--- src/rtl/mem_access_unit_if.sv ---
// ---------------------------------------------------------------------------
// mem_access_unit_if
// Bundles the control-unit strobes, datapath bus, board I/O and external SRAM
// pins of the LC-3 memory stage.
//   master : control unit / bench side (drives strobes, bus, switches, DQ_in)
//   slave  : mem_access_unit side (drives SRAM pins, MAR/MDR, status)
// ---------------------------------------------------------------------------
interface mem_access_unit_if;
    // control unit -> memory stage
    logic        LD_MAR;
    logic        LD_MDR;
    logic        Mem_OE;        // active-low read request
    logic        Mem_WE;        // active-low write request
    logic [15:0] Bus;
    logic [15:0] Switches;
    logic [15:0] Sram_DQ_in;

    // memory stage -> SRAM / datapath / control unit
    logic [15:0] Sram_DQ_out;
    logic        Sram_DQ_oe;
    logic [19:0] Sram_ADDR;
    logic        Sram_CE_N;
    logic        Sram_OE_N;
    logic        Sram_WE_N;
    logic        Sram_UB_N;
    logic        Sram_LB_N;
    logic [15:0] MAR;
    logic [15:0] MDR;
    logic [15:0] Hex_out;
    logic        Mem_busy;
    logic        Rd_valid;
    logic        Mem_done;

    modport master (
        output LD_MAR, LD_MDR, Mem_OE, Mem_WE, Bus, Switches, Sram_DQ_in,
        input  Sram_DQ_out, Sram_DQ_oe, Sram_ADDR, Sram_CE_N, Sram_OE_N,
               Sram_WE_N, Sram_UB_N, Sram_LB_N, MAR, MDR, Hex_out,
               Mem_busy, Rd_valid, Mem_done
    );

    modport slave (
        input  LD_MAR, LD_MDR, Mem_OE, Mem_WE, Bus, Switches, Sram_DQ_in,
        output Sram_DQ_out, Sram_DQ_oe, Sram_ADDR, Sram_CE_N, Sram_OE_N,
               Sram_WE_N, Sram_UB_N, Sram_LB_N, MAR, MDR, Hex_out,
               Mem_busy, Rd_valid, Mem_done
    );
endinterface

--- src/rtl/mem_access_unit.sv ---
// ---------------------------------------------------------------------------
// mem_access_unit
// LC-3 memory stage: holds MAR/MDR, turns the control unit's active-low
// Mem_OE/Mem_WE requests into sequenced SRAM read/write cycles, and decodes
// the memory-mapped I/O word at IO_ADDR (reads = switches, writes = hex reg).
// Ports:
//   Clk    rising-edge clock
//   Reset  synchronous, active-high
//   mif    mem_access_unit_if.slave (strobes, bus, SRAM pins, MAR/MDR,
//          Hex_out, Mem_busy/Rd_valid/Mem_done status)
// ---------------------------------------------------------------------------
module mem_access_unit #(
    parameter int          WAIT_CYCLES = 1,        // 1..7
    parameter logic [15:0] IO_ADDR     = 16'hFFFF
) (
    input logic              Clk,
    input logic              Reset,
    mem_access_unit_if.slave mif
);

    localparam logic [2:0] RD_SETTLE  = 3'(WAIT_CYCLES);
    localparam logic [2:0] PULSE_LAST = 3'(WAIT_CYCLES - 1);

    typedef enum logic [2:0] {
        IDLE,
        WR_SETUP,
        WR_PULSE,
        WR_HOLD,
        WR_DONE
    } state_t;

    state_t      state_q, state_d;
    logic [2:0]  wr_cnt_q, wr_cnt_d;
    logic [2:0]  rd_cnt_q, rd_cnt_d;
    logic [15:0] mar_q, mdr_q, hex_q, dq_out_q, addr_q;

    logic        is_io;
    logic        rd_active;
    logic        sram_rd;
    logic [15:0] mem_rdata;
    logic        busy;
    logic        we_n;
    logic        done;
    logic        wr_start;
    logic        io_wr;

    assign is_io     = (mar_q == IO_ADDR);
    assign mem_rdata = is_io ? mif.Switches : mif.Sram_DQ_in;

    // A read is only honoured with the write FSM idle and no write request,
    // so OE_N can never overlap a cycle in which DQ is driven.
    assign rd_active = !mif.Mem_OE && mif.Mem_WE && (state_q == IDLE);
    assign sram_rd   = rd_active && !is_io;

    // Read settle counter: restarts whenever the request drops or the
    // address is about to change, saturates at the settle count.
    always_comb begin
        rd_cnt_d = rd_cnt_q;
        if (mif.Mem_OE || (mif.LD_MAR && (mif.Bus != mar_q))) begin
            rd_cnt_d = 3'd0;
        end else if (rd_cnt_q < RD_SETTLE) begin
            rd_cnt_d = rd_cnt_q + 3'd1;
        end
    end

    // Write FSM next-state and strobe decode
    always_comb begin
        state_d  = state_q;
        wr_cnt_d = wr_cnt_q;
        busy     = 1'b0;
        we_n     = 1'b1;
        done     = 1'b0;
        wr_start = 1'b0;
        io_wr    = 1'b0;
        case (state_q)
            IDLE: begin
                wr_cnt_d = 3'd0;
                if (!mif.Mem_WE) begin
                    if (is_io) begin
                        io_wr   = 1'b1;
                        done    = 1'b1;
                        state_d = WR_DONE;
                    end else begin
                        wr_start = 1'b1;
                        state_d  = WR_SETUP;
                    end
                end
            end
            WR_SETUP: begin
                busy     = 1'b1;
                wr_cnt_d = 3'd0;
                state_d  = WR_PULSE;
            end
            WR_PULSE: begin
                busy = 1'b1;
                we_n = 1'b0;
                if (wr_cnt_q == PULSE_LAST) begin
                    state_d = WR_HOLD;
                end else begin
                    wr_cnt_d = wr_cnt_q + 3'd1;
                end
            end
            WR_HOLD: begin
                busy    = 1'b1;
                done    = 1'b1;
                state_d = WR_DONE;
            end
            WR_DONE: begin
                // Wait for the request to drop so a held-low Mem_WE
                // cannot start a second write.
                if (mif.Mem_WE) begin
                    state_d = IDLE;
                end
            end
            default: state_d = IDLE;
        endcase
    end

    always_ff @(posedge Clk) begin
        if (Reset) begin
            state_q  <= IDLE;
            wr_cnt_q <= 3'd0;
            rd_cnt_q <= 3'd0;
            mar_q    <= 16'h0000;
            mdr_q    <= 16'h0000;
            hex_q    <= 16'h0000;
            dq_out_q <= 16'h0000;
            addr_q   <= 16'h0000;
        end else begin
            state_q  <= state_d;
            wr_cnt_q <= wr_cnt_d;
            rd_cnt_q <= rd_cnt_d;
            if (mif.LD_MAR) begin
                mar_q <= mif.Bus;
            end
            if (mif.LD_MDR) begin
                mdr_q <= !mif.Mem_OE ? mem_rdata : mif.Bus;
            end
            // Address and data are frozen for the whole SRAM write so later
            // MAR/MDR loads cannot disturb the cycle in flight.
            if (wr_start) begin
                addr_q   <= mar_q;
                dq_out_q <= mdr_q;
            end
            if (io_wr) begin
                hex_q <= mdr_q;
            end
        end
    end

    assign mif.MAR         = mar_q;
    assign mif.MDR         = mdr_q;
    assign mif.Hex_out     = hex_q;
    assign mif.Sram_DQ_out = dq_out_q;
    assign mif.Sram_DQ_oe  = busy;
    assign mif.Sram_ADDR   = {4'b0000, busy ? addr_q : mar_q};
    assign mif.Sram_CE_N   = !(busy || sram_rd);
    assign mif.Sram_OE_N   = !sram_rd;
    assign mif.Sram_WE_N   = we_n;
    assign mif.Sram_UB_N   = 1'b0;
    assign mif.Sram_LB_N   = 1'b0;
    assign mif.Mem_busy    = busy;
    assign mif.Rd_valid    = rd_active && (is_io || (rd_cnt_q >= RD_SETTLE));
    // Suppressed under reset so an aborted write never reports completion.
    assign mif.Mem_done    = done && !Reset;

endmodule

--- src/flat_wrapper.sv ---
// flat-port wrapper written by rule: the top's interface ports become plain ports
module mem_access_unit_flat 
#(
    parameter int          WAIT_CYCLES = 1,               
    parameter logic [15:0] IO_ADDR     = 16'hFFFF
)
  (Clk, Reset, mif_LD_MAR, mif_LD_MDR, mif_Mem_OE, mif_Mem_WE, mif_Bus, mif_Switches, mif_Sram_DQ_in, mif_Sram_DQ_out, mif_Sram_DQ_oe, mif_Sram_ADDR, mif_Sram_CE_N, mif_Sram_OE_N, mif_Sram_WE_N, mif_Sram_UB_N, mif_Sram_LB_N, mif_MAR, mif_MDR, mif_Hex_out, mif_Mem_busy, mif_Rd_valid, mif_Mem_done);
  mem_access_unit_if mif_i ();
  input logic Clk;
  input logic Reset;
  input wire logic [$bits(mif_i.LD_MAR)-1:0] mif_LD_MAR;
  input wire logic [$bits(mif_i.LD_MDR)-1:0] mif_LD_MDR;
  input wire logic [$bits(mif_i.Mem_OE)-1:0] mif_Mem_OE;
  input wire logic [$bits(mif_i.Mem_WE)-1:0] mif_Mem_WE;
  input wire logic [$bits(mif_i.Bus)-1:0] mif_Bus;
  input wire logic [$bits(mif_i.Switches)-1:0] mif_Switches;
  input wire logic [$bits(mif_i.Sram_DQ_in)-1:0] mif_Sram_DQ_in;
  output wire logic [$bits(mif_i.Sram_DQ_out)-1:0] mif_Sram_DQ_out;
  output wire logic [$bits(mif_i.Sram_DQ_oe)-1:0] mif_Sram_DQ_oe;
  output wire logic [$bits(mif_i.Sram_ADDR)-1:0] mif_Sram_ADDR;
  output wire logic [$bits(mif_i.Sram_CE_N)-1:0] mif_Sram_CE_N;
  output wire logic [$bits(mif_i.Sram_OE_N)-1:0] mif_Sram_OE_N;
  output wire logic [$bits(mif_i.Sram_WE_N)-1:0] mif_Sram_WE_N;
  output wire logic [$bits(mif_i.Sram_UB_N)-1:0] mif_Sram_UB_N;
  output wire logic [$bits(mif_i.Sram_LB_N)-1:0] mif_Sram_LB_N;
  output wire logic [$bits(mif_i.MAR)-1:0] mif_MAR;
  output wire logic [$bits(mif_i.MDR)-1:0] mif_MDR;
  output wire logic [$bits(mif_i.Hex_out)-1:0] mif_Hex_out;
  output wire logic [$bits(mif_i.Mem_busy)-1:0] mif_Mem_busy;
  output wire logic [$bits(mif_i.Rd_valid)-1:0] mif_Rd_valid;
  output wire logic [$bits(mif_i.Mem_done)-1:0] mif_Mem_done;
  assign mif_i.LD_MAR = mif_LD_MAR;
  assign mif_i.LD_MDR = mif_LD_MDR;
  assign mif_i.Mem_OE = mif_Mem_OE;
  assign mif_i.Mem_WE = mif_Mem_WE;
  assign mif_i.Bus = mif_Bus;
  assign mif_i.Switches = mif_Switches;
  assign mif_i.Sram_DQ_in = mif_Sram_DQ_in;
  assign mif_Sram_DQ_out = mif_i.Sram_DQ_out;
  assign mif_Sram_DQ_oe = mif_i.Sram_DQ_oe;
  assign mif_Sram_ADDR = mif_i.Sram_ADDR;
  assign mif_Sram_CE_N = mif_i.Sram_CE_N;
  assign mif_Sram_OE_N = mif_i.Sram_OE_N;
  assign mif_Sram_WE_N = mif_i.Sram_WE_N;
  assign mif_Sram_UB_N = mif_i.Sram_UB_N;
  assign mif_Sram_LB_N = mif_i.Sram_LB_N;
  assign mif_MAR = mif_i.MAR;
  assign mif_MDR = mif_i.MDR;
  assign mif_Hex_out = mif_i.Hex_out;
  assign mif_Mem_busy = mif_i.Mem_busy;
  assign mif_Rd_valid = mif_i.Rd_valid;
  assign mif_Mem_done = mif_i.Mem_done;
  mem_access_unit #(.WAIT_CYCLES(WAIT_CYCLES), .IO_ADDR(IO_ADDR)) u_core (.Clk(Clk), .Reset(Reset), .mif(mif_i));
endmodule
--- config.mk ---
export PLATFORM = sky130hd
export DESIGN_NAME = mem_access_unit_flat
export DESIGN_NICKNAME = d
export VERILOG_FILES = /design/src/rtl/mem_access_unit_if.sv /design/src/rtl/mem_access_unit.sv /design/src/flat_wrapper.sv
export SDC_FILE = /design/constraint.sdc
export NUM_CORES = 1
export LEC_CHECK = 0
export CAP_MARGIN = 15
export CORE_ASPECT_RATIO = 0.6
export CORE_MARGIN = 2
export CORE_UTILIZATION = 40
export DETAILED_ROUTE_END_ITERATION = 10
export GPL_TIMING_DRIVEN = 0
export PLACE_DENSITY = 0.72
export SYNTH_ARGS = -nofsm -noshare
export SYNTH_HDL_FRONTEND = slang
export SYNTH_SLANG_ARGS = --single-unit
--- constraint.sdc ---
create_clock -name Clk -period 2.4 [get_ports Clk]
set_input_delay 0.48 -clock Clk [delete_from_list [all_inputs] [get_ports Clk]]
set_output_delay 0.48 -clock Clk [all_outputs]
set_load 0.05 [all_outputs]
==> metrics list, run 1 <==
* Result of the run: finished, violations left
- Failing checks: setup timing
- Critical path's largest stage delay: ~0.53 ns
* Worst Path Class, Setup: reg -> out
- Final hold viol count: 0
- Area of combinational cells with multiple inputs: approximately 2300 um2
- Most common library cell in the layout ignoring fill and taps: clkdlybuf4s50_1
* Sequential share of the synthesized area: 42.22%
* Total routing resource utilization after global routing: about a quarter
- For this configuration, the core starts out at a cell density of about two fifths.
- Synthesis inferred 89 register bits.
- The synthesized netlist devotes roughly 16% of its cell area to compound gates.
* Critical path capture point type: primary output
- Cells with a size suffix above 1 make up 18.58% of the layout.
- The cell area that synthesis handed to floorplanning was between 4000 and 5000 um2.
- Buffers placed on the I/O ports in this run total ~140.
- Highest-count cells in the layout ignoring fill and taps: clkdlybuf4s50_1 (114), dfxtp_1 (72), nand2_1 (71)
- Class of the tightest hold or removal check: reg -> reg
* Setup WS post-layout: -0.1514 ns
* Total inserted antenna cells: 0
- Yosys cell types: 39
- Clock skew on the completed layout was measured at around 0.0043 ns.
- Number of fillers in the final layout: about 860
* Clock tree from TritonCTS: built
- Mean instance size in the synthesized netlist: between 8 and 9 um2
- The floorplan step set the die height to between 80 and 90 um.
- Count of boundary I/O pins: ~150
- Number of antenna violations at the first check in global routing: 0
- Of the total synthesized cell area, the portion taken by XOR and XNOR cells is roughly 3.5%.
* Ys Warns: 0
- In this run the remaining antenna-violating nets after routing total 0.
* Detailed-route vias per instance: approximately 5.5
* Number of DRC violations after detailed-routing iteration 0: ~430
* Max-cap check violation count: 0
- After detailed routing, the average wire length per cell comes to 18.06 um.
* Clock Power Share: a little under 30%
* Power share of the combinational group: roughly a third
* Crit path max-delay cell type: or4_4
- Time the final worst path needs with I/O delays and setup: around 2.6 ns
- TritonCTS created 9 clock buffers.
- Of the available clock period, the critical path in the final layout requires 106.3%.
- Registers are responsible for a little under two fifths of the overall power.
- Adder-cell area share of the yosys netlist: around 1.2%
- CTS placed an instance of clkbuf_16 at the clock tree root.
- Leakage component of the power: between 2 and 2.5 nW
* Die area: between 10000 and 15000 um2
* Dpl cells: 787
- Length of the first detailed-routing pass in iterations: 5
- STA puts the critical path data arrival time at 2.07 ns.
* Synth async-reset ratio: 0%
- Post-synth EDFFs: 0
- Via count: about 4500
* Hold-fix buffers at CTS: 0
- Slew Limit Headroom: around half
* Peak Freq: a little under 400 MHz
- In the synthesized netlist the dominant register cell turns out to be dfxtp_1.
* Net Sw Frac: between 30% and 40%
- Routability-driven placement finished with a final weighted congestion of between 0.8 and 0.9.
- Power per cell area: slightly below 700 nW/um2
* Overall routed net length: roughly 15000 um
- Setup violations remaining at the end of the flow were counted as 2.
- The longest clock path from root to sink contains 2 buffers.
* Portion of netlist area occupied by mux cells: approximately 7.6%
- # DRC: 0
- FF/Latch Area: ~1800 um2
- Summed over all nets, the half-perimeter wirelength after detailed placement is 11050 um.
- For the pin with the worst max-slew slack, the measured transition is around 0.75 ns.
* Rows: 28
- The number of global-route vias before repair came to 4256.
- Walking the worst path, the cells encountered are nand4_1, or4_4, buf_12, a31oi_4, buf_6.
* Pins over their slew limit: 0
- At the placement stage, the worst setup path has a slack of -1.051 ns.
- The clock reaches the later pin of the worst-skew pair after 0.34 ns.
* Sink Count: 89
- In this run the power spent charging and discharging nets is between 1.5 and 2 mW.
- Once layout is complete, the cells apart from fillers number just over 800.
- Share of synthesized cell area in and, or, nand and nor gates: 23.54%
* Total chip power: roughly 4.3 mW
- Synthesis produced a netlist whose cell count is between 500 and 600.
- At the end of the flow, the number of nets in the layout was about 740.
- Internal power comes to approximately 2.7 mW.
- After synthesis, the largest family of logic cells by area is simple AND/OR/NAND/NOR gates.
- Die width: around 140 um
- Overall overflow remaining after global route: 0
- After clock tree synthesis, the clock-pin slew on the worst setup and hold paths is 0.06 ns.
* Largest fanout on the critical path: 19
* Area overhead of the layout relative to synthesis: 51.17%
* Maximum level of the CTS H-tree: 3
* Pin count of the biggest net entering global routing: 20
- Unrepaired setup endpoints after global routing: true
- CORE AREA: a little over 10000 um2
- Data on the critical path is required at its endpoint by around 1.9 ns.
* First-pass GRT wire length: around 23000 um
- The worst-case IR drop observed on VDD is 0.3649 mV.
- The worst setup path is launched from a flop.
## cells by family after synthesis
logic type / after synthesis
simple gates: 200
compound gates: 111
flops: 89
buf+inv: 55
mux: 32
xor+xnor: 17
fa+ha+maj: 4
other cells: 1
## worst max-delay path: cells and delay by family (launching register included)
family | cells | cell delay, ns
flops | 1 | 0.38
buf+inv | 2 | 0.38
simple gates | 2 | 0.72
compound gates | 1 | 0.25
## metal layers
metal | up-vias | part of all wire (%) | GRT usage (%) | routed length [um]
met4 | 0 | 1.6 | 6.345 | 234
met2 | 195 | 43 | 39.73 | 6438
met3 | 26 | 8.9 | 7.347 | 1319
met5 | - | 0 | 0 | 0
li1 | 2127 | - | - | -
met1 | 2176 | 46 | 37.52 | 6887
## power by group through the flow
stage / registers (mW) / clock network [mW] / logic, mW
floorplan: 1.84 / 0 / 0.680
global placement: 1.67 / 0 / 1.31
detailed placement: 1.67 / 0 / 1.33
CTS: 1.63 / 1.28 / 1.36
global route: 1.64 / 1.35 / 1.47
finish: 1.63 / 1.27 / 1.39
## final timing paths
check	start	end	slack (ns)	cells past startpoint
worst min-delay path	u_core.mif.Sram_DQ_out[13]	u_core.mif.Sram_DQ_out[13]	0.46	2
worst min register to register	u_core.mif.Sram_DQ_out[13]	u_core.mif.Sram_DQ_out[13]	0.46	2
worst max register to register	u_core.mif.MAR[15]	u_core.mif.Sram_DQ_out[12]	0.11	7
worst max-delay path	u_core.mif.MAR[9]	mif_Rd_valid	-0.15	5
## synthesized netlist by cell type (7+ instances only)
| library cell | instances | area (um2) |
|---|---|---|
| buf_4 | 7 | 52.55 |
| clkbuf_1 | 32 | 120.1 |
| nand3_1 | 48 | 240.2 |
| nor2_1 | 23 | 86.33 |
| mux2i_1 | 32 | 320.3 |
| nand2_1 | 81 | 304.0 |
| o21ai_0 | 34 | 170.2 |
| nand3b_1 | 19 | 142.6 |
| xnor2_1 | 17 | 148.9 |
| a211oi_1 | 9 | 67.56 |
| a21oi_1 | 53 | 265.3 |
| a211oi_2 | 8 | 100.1 |
| dfxtp_1 | 89 | 1782 |
## stage by stage
step                instance area [um2]  setup TNS (ns)  utilization, %  hold WS [ns]
floorplan                          4369        -0.06910               -        0.4366
global placement                   5919          -17.16           58.87        0.4420
detailed placement                 5919          -19.11           58.87        0.4471
CTS                                6350         -0.1248           63.15        0.4558
global route                       6380         -0.2790           63.45        0.4757
finish                             6380         -0.1815           63.45        0.4566
## repair_timing
action | CTS | global route
cloned | 0 | 0
resized for setup | 124 | 16
endpoints found under the setup margin | 23 | 25
pin swaps | 9 | 2
buffers inserted | 23 | 3
## sequential cells by signal, indices dropped and copies added, names as in the netlist
signal and flops:
u_core.addr_q 16, u_core.mif.Hex_out 16, u_core.mif.MAR 16, u_core.mif.MDR 16, u_core.mif.Sram_DQ_out 16, u_core.rd_cnt_q 3
u_core.state_q 3, u_core.wr_cnt_q 3
## layout make-up
cell class              instances  share of cell area [%]
inverters                       5                  0.3334
clock inverters                 6                  0.5491
multi-input cells             370                   35.99
repair buffers                163                   24.04
flip-flops and latches         89                   28.89
plain buffers                  46                   3.962
well taps                     135                   2.648
clock buffers                  10                   3.589
No activity file was read; power rests on OpenSTA's default activity.
==> inputs of run 2 (changes only) <==
--- a/config.mk
+++ b/config.mk
@@ -9,9 +9,11 @@
 export CORE_ASPECT_RATIO = 0.6
 export CORE_MARGIN = 2
 export CORE_UTILIZATION = 40
+export CTS_BUF_LIST = sky130_fd_sc_hd__clkbuf_4 sky130_fd_sc_hd__clkbuf_8
 export DETAILED_ROUTE_END_ITERATION = 10
 export GPL_TIMING_DRIVEN = 0
 export PLACE_DENSITY = 0.72
+export SLEW_MARGIN = 20
 export SYNTH_ARGS = -nofsm -noshare
 export SYNTH_HDL_FRONTEND = slang
 export SYNTH_SLANG_ARGS = --single-unit
==> run 2 against run 1 <==
The run still ends with setup timing left. Worst setup slack better by 0.0044 ns. Non-clock buffer count is 5 higher. Power is 7.1% lower. Sequential power hardly changed. Clock-buffer cell count stayed put. Critical path depth stayed put. Register-to-register slack better by 0.04 ns. Combinational power is 4% higher. Sequential cell count stayed put. Cell count is 0.61% higher. Critical endpoint unchanged. Largest cell class unchanged. Largest power group unchanged.
==> metrics list, run 2 (synthesis results as in run 1) <==
- The total grt overflow was 0 (unchanged).
- Detailed-route vias per instance: 5.427 (was 5.490)
- The global-route wire length before repair came to 23220 um (was 23450 um).
* Initial cell density of the core: 41.97% (unchanged)
- The end of the critical path is mif_Rd_valid (unchanged).
- Via count: 4499 (was 4524)
* Slew Limit Headroom: 51.40% (was 49.51%)
- The max-capacitance violation count is 0 (unchanged).
* Cell depth of the worst flop-to-flop path: 7 (unchanged)
* Largest fanout on the critical path: 19 (unchanged)
* Total routing resource utilization after global routing: 26.36% (was 26.51%)
* Final hold viol count: 0 (unchanged)
- The number of endpoints failing setup at the final stage came to 3 (was 2).
- The synthesis-to-finish area growth was 50.43% (was 51.17%).
- The initial DRC count was 442 (was 426).
- The number of placed instances with taps included came to 787 (unchanged).
- CORE AREA: 10050 um2 (unchanged)
* Clock Tree Buf Depth: 2 (unchanged)
* Unrepaired setup endpoints after global routing: true (unchanged)
- Maximum level of the CTS H-tree: 3 (unchanged)
- Power per cell area: 628.2 nW/um2 (was 673.2 nW/um2)
- The arrival time of the worst setup path came to 2.07 ns (about the same).
- Failing checks: setup timing (unchanged)
* Die area: 11420 um2 (unchanged)
- Clock tree from TritonCTS: built (unchanged)
* TritonCTS Buffers: 9 (unchanged)
- The number of detailed-routing iterations run before antenna repair came to 6 (was 5).
* Final period util: 106.1% (was 106.3%)
* Hold-fix buffers at CTS: 0 (unchanged)
- The critical path class is reg -> out (unchanged).
- The achievable clock frequency was 392.6 MHz (was 391.9 MHz).
* Nets@finish: 747 (was 742)
- The leakage power of the design came to 2.328 nW (was 2.331 nW).
- Setup WS post-layout: -0.1470 ns (was -0.1514 ns)
- Count of buffers inserted at the top-level ports: 138 (unchanged)
- The count of antenna diodes in the layout was 0 (unchanged).
- Total chip power: 3.988 mW (was 4.295 mW)
- The kind of end point of the critical path was a primary output (unchanged).
- Global Route met3 Usage: 7.225% (was 7.347%)
- Layout cells sized above 1: 19.31% (was 18.58%)
- Detail Placement HPWL: 11050 um (unchanged)
- End of the worst register-to-register path: u_core.mif.Sram_DQ_out[12] (unchanged)
- Met1 Use GR: 37.37% (was 37.52%)
- Die height: 83.57 um (unchanged)
* Most common library cell in the layout ignoring fill and taps: clkdlybuf4s50_1 (unchanged)
- The largest net degree at the start of global routing was 20 (unchanged).
- The count of clock tree sinks came to 89 (unchanged).
* Filler-free cell count of the finished design: 829 (was 824)
* Hold Path Depth: 2 (unchanged)
- Required time at the endpoint of the critical path: 1.92 ns (about the same)
* Pins over their slew limit: 0 (unchanged)
* # DRC: 0 (unchanged)
- The worst setup skew after layout was 0.01237 ns (was 0.004270 ns).
- Overall routed net length: 14880 um (unchanged)
- Worst flop-to-flop path startpoint: u_core.mif.MAR[14] (was u_core.mif.MAR[15])
* Cell at the root of the clock tree: clkbuf_8 (was clkbuf_16)
- Startpoint class of the critical path: flop (unchanged)
* Number of antenna violations at the first check in global routing: 0 (unchanged)
- Rows: 28 (unchanged)
- The filler cell count in the final layout came to 859 (was 856).
- Via count of the first global-routing pass: 4197 (was 4256)
- Result of the run: finished, violations left (unchanged).
- Time the final worst path needs with I/O delays and setup: 2.547 ns (was 2.551 ns)
- Count of boundary I/O pins: 147 (unchanged)
- The worst-skew pair later-pin latency is 0.38 ns (was 0.34 ns).
- Clk pin slew, worst setup/hold paths: 0.09 ns (was 0.06 ns)
- The slew at the pin closest to its max-slew limit is 0.7211 ns (was 0.7492 ns).
- Die width: 136.6 um (unchanged)
- The most crowded layer after global routing is met2 (unchanged).
- The routed length per placed instance came to 17.95 um (was 18.06 um).
- The path type of the worst min-delay path was reg -> reg (unchanged).
* DP Worst Slack: -1.051 ns (unchanged)
* Minimum setup slack among reg-to-reg paths: 0.15 ns (was 0.11 ns)
- The met2 usage was 39.41% (was 39.73%).
- Final RePlAce weighted congestion: 0.8591 (unchanged)
- Highest-count cells in the layout ignoring fill and taps: clkdlybuf4s50_1 (114), dfxtp_1 (72), nand2_1 (71) (unchanged)
* Start point of the critical path: u_core.mif.MAR[9] (unchanged)
- The worst ir drop on vdd was 0.2851 mV (was 0.3649 mV).
* Number of routed nets with antenna violations: 0 (unchanged)
-- run 2: layout make-up --
class	count	area [um2]	area share, %
Buffer	46	256.5	4.040
Multi-Input combinational cell	370	2301	36.24
Clock inverter	6	35.03	0.5518
Inverter	5	23.77	0.3745
Sequential cell	89	1843	29.03
Timing Repair Buffer	168	1589	25.03
Clock buffer	10	131.4	2.069
Tap cell	135	168.9	2.661
-- run 2: report_power, final --
group	total (mW)	switching (mW)	internal, mW
Sequential	1.63	0.0802	1.55
Combinational	1.44	0.928	0.511
Clock	0.918	0.538	0.380
Total	3.99	1.55	2.44
-- run 2: how the worst min path moves through the flow --
stage | startpoint | endpoint | slack, ns
floorplan | u_core.addr_q[0] | u_core.addr_q[0] | 0.44
global placement | u_core.addr_q[1] | u_core.addr_q[1] | 0.44
detailed placement | u_core.addr_q[14] | u_core.addr_q[14] | 0.45
CTS | u_core.addr_q[14] | u_core.addr_q[14] | 0.46
global route | u_core.mif.Sram_DQ_out[13] | u_core.mif.Sram_DQ_out[13] | 0.48
finish | u_core.mif.Sram_DQ_out[13] | u_core.mif.Sram_DQ_out[13] | 0.46
-- run 2: per-layer routing --
layer / part of all wire [%] / up-vias / wire [um]
met1: 47 / 2182 / 7066
met2: 44 / 173 / 6480
li1: - / 2128 / -
met4: 1.0 / 0 / 149
met5: 0 / - / 0
met3: 8.0 / 16 / 1183
-- run 2: timing repair --
action,4_1_cts,5_1_grt
buffers inserted,24,7
gates resized for setup,136,14
endpoints found under the setup margin,23,32
pin swaps,9,4
-- run 2: critical path, cell delays in order, from the launching register on --
cell,delay [ns]
dfxtp_4,0.38
nand4_1,0.18
or4_4,0.51
buf_12,0.19
a31oi_4,0.24
buf_6,0.19
-- run 2: stage by stage --
step / setup TNS (ns) / cell area, um2 / utilization (%) / hold slack, ns
floorplan: -0.06910 / 4369 / - / 0.4366
global placement: -17.16 / 5919 / 58.87 / 0.4420
detailed placement: -19.11 / 5919 / 58.87 / 0.4471
CTS: -0.1840 / 6295 / 62.61 / 0.4592
global route: -0.4376 / 6349 / 63.14 / 0.4800
finish: -0.2771 / 6349 / 63.14 / 0.4588
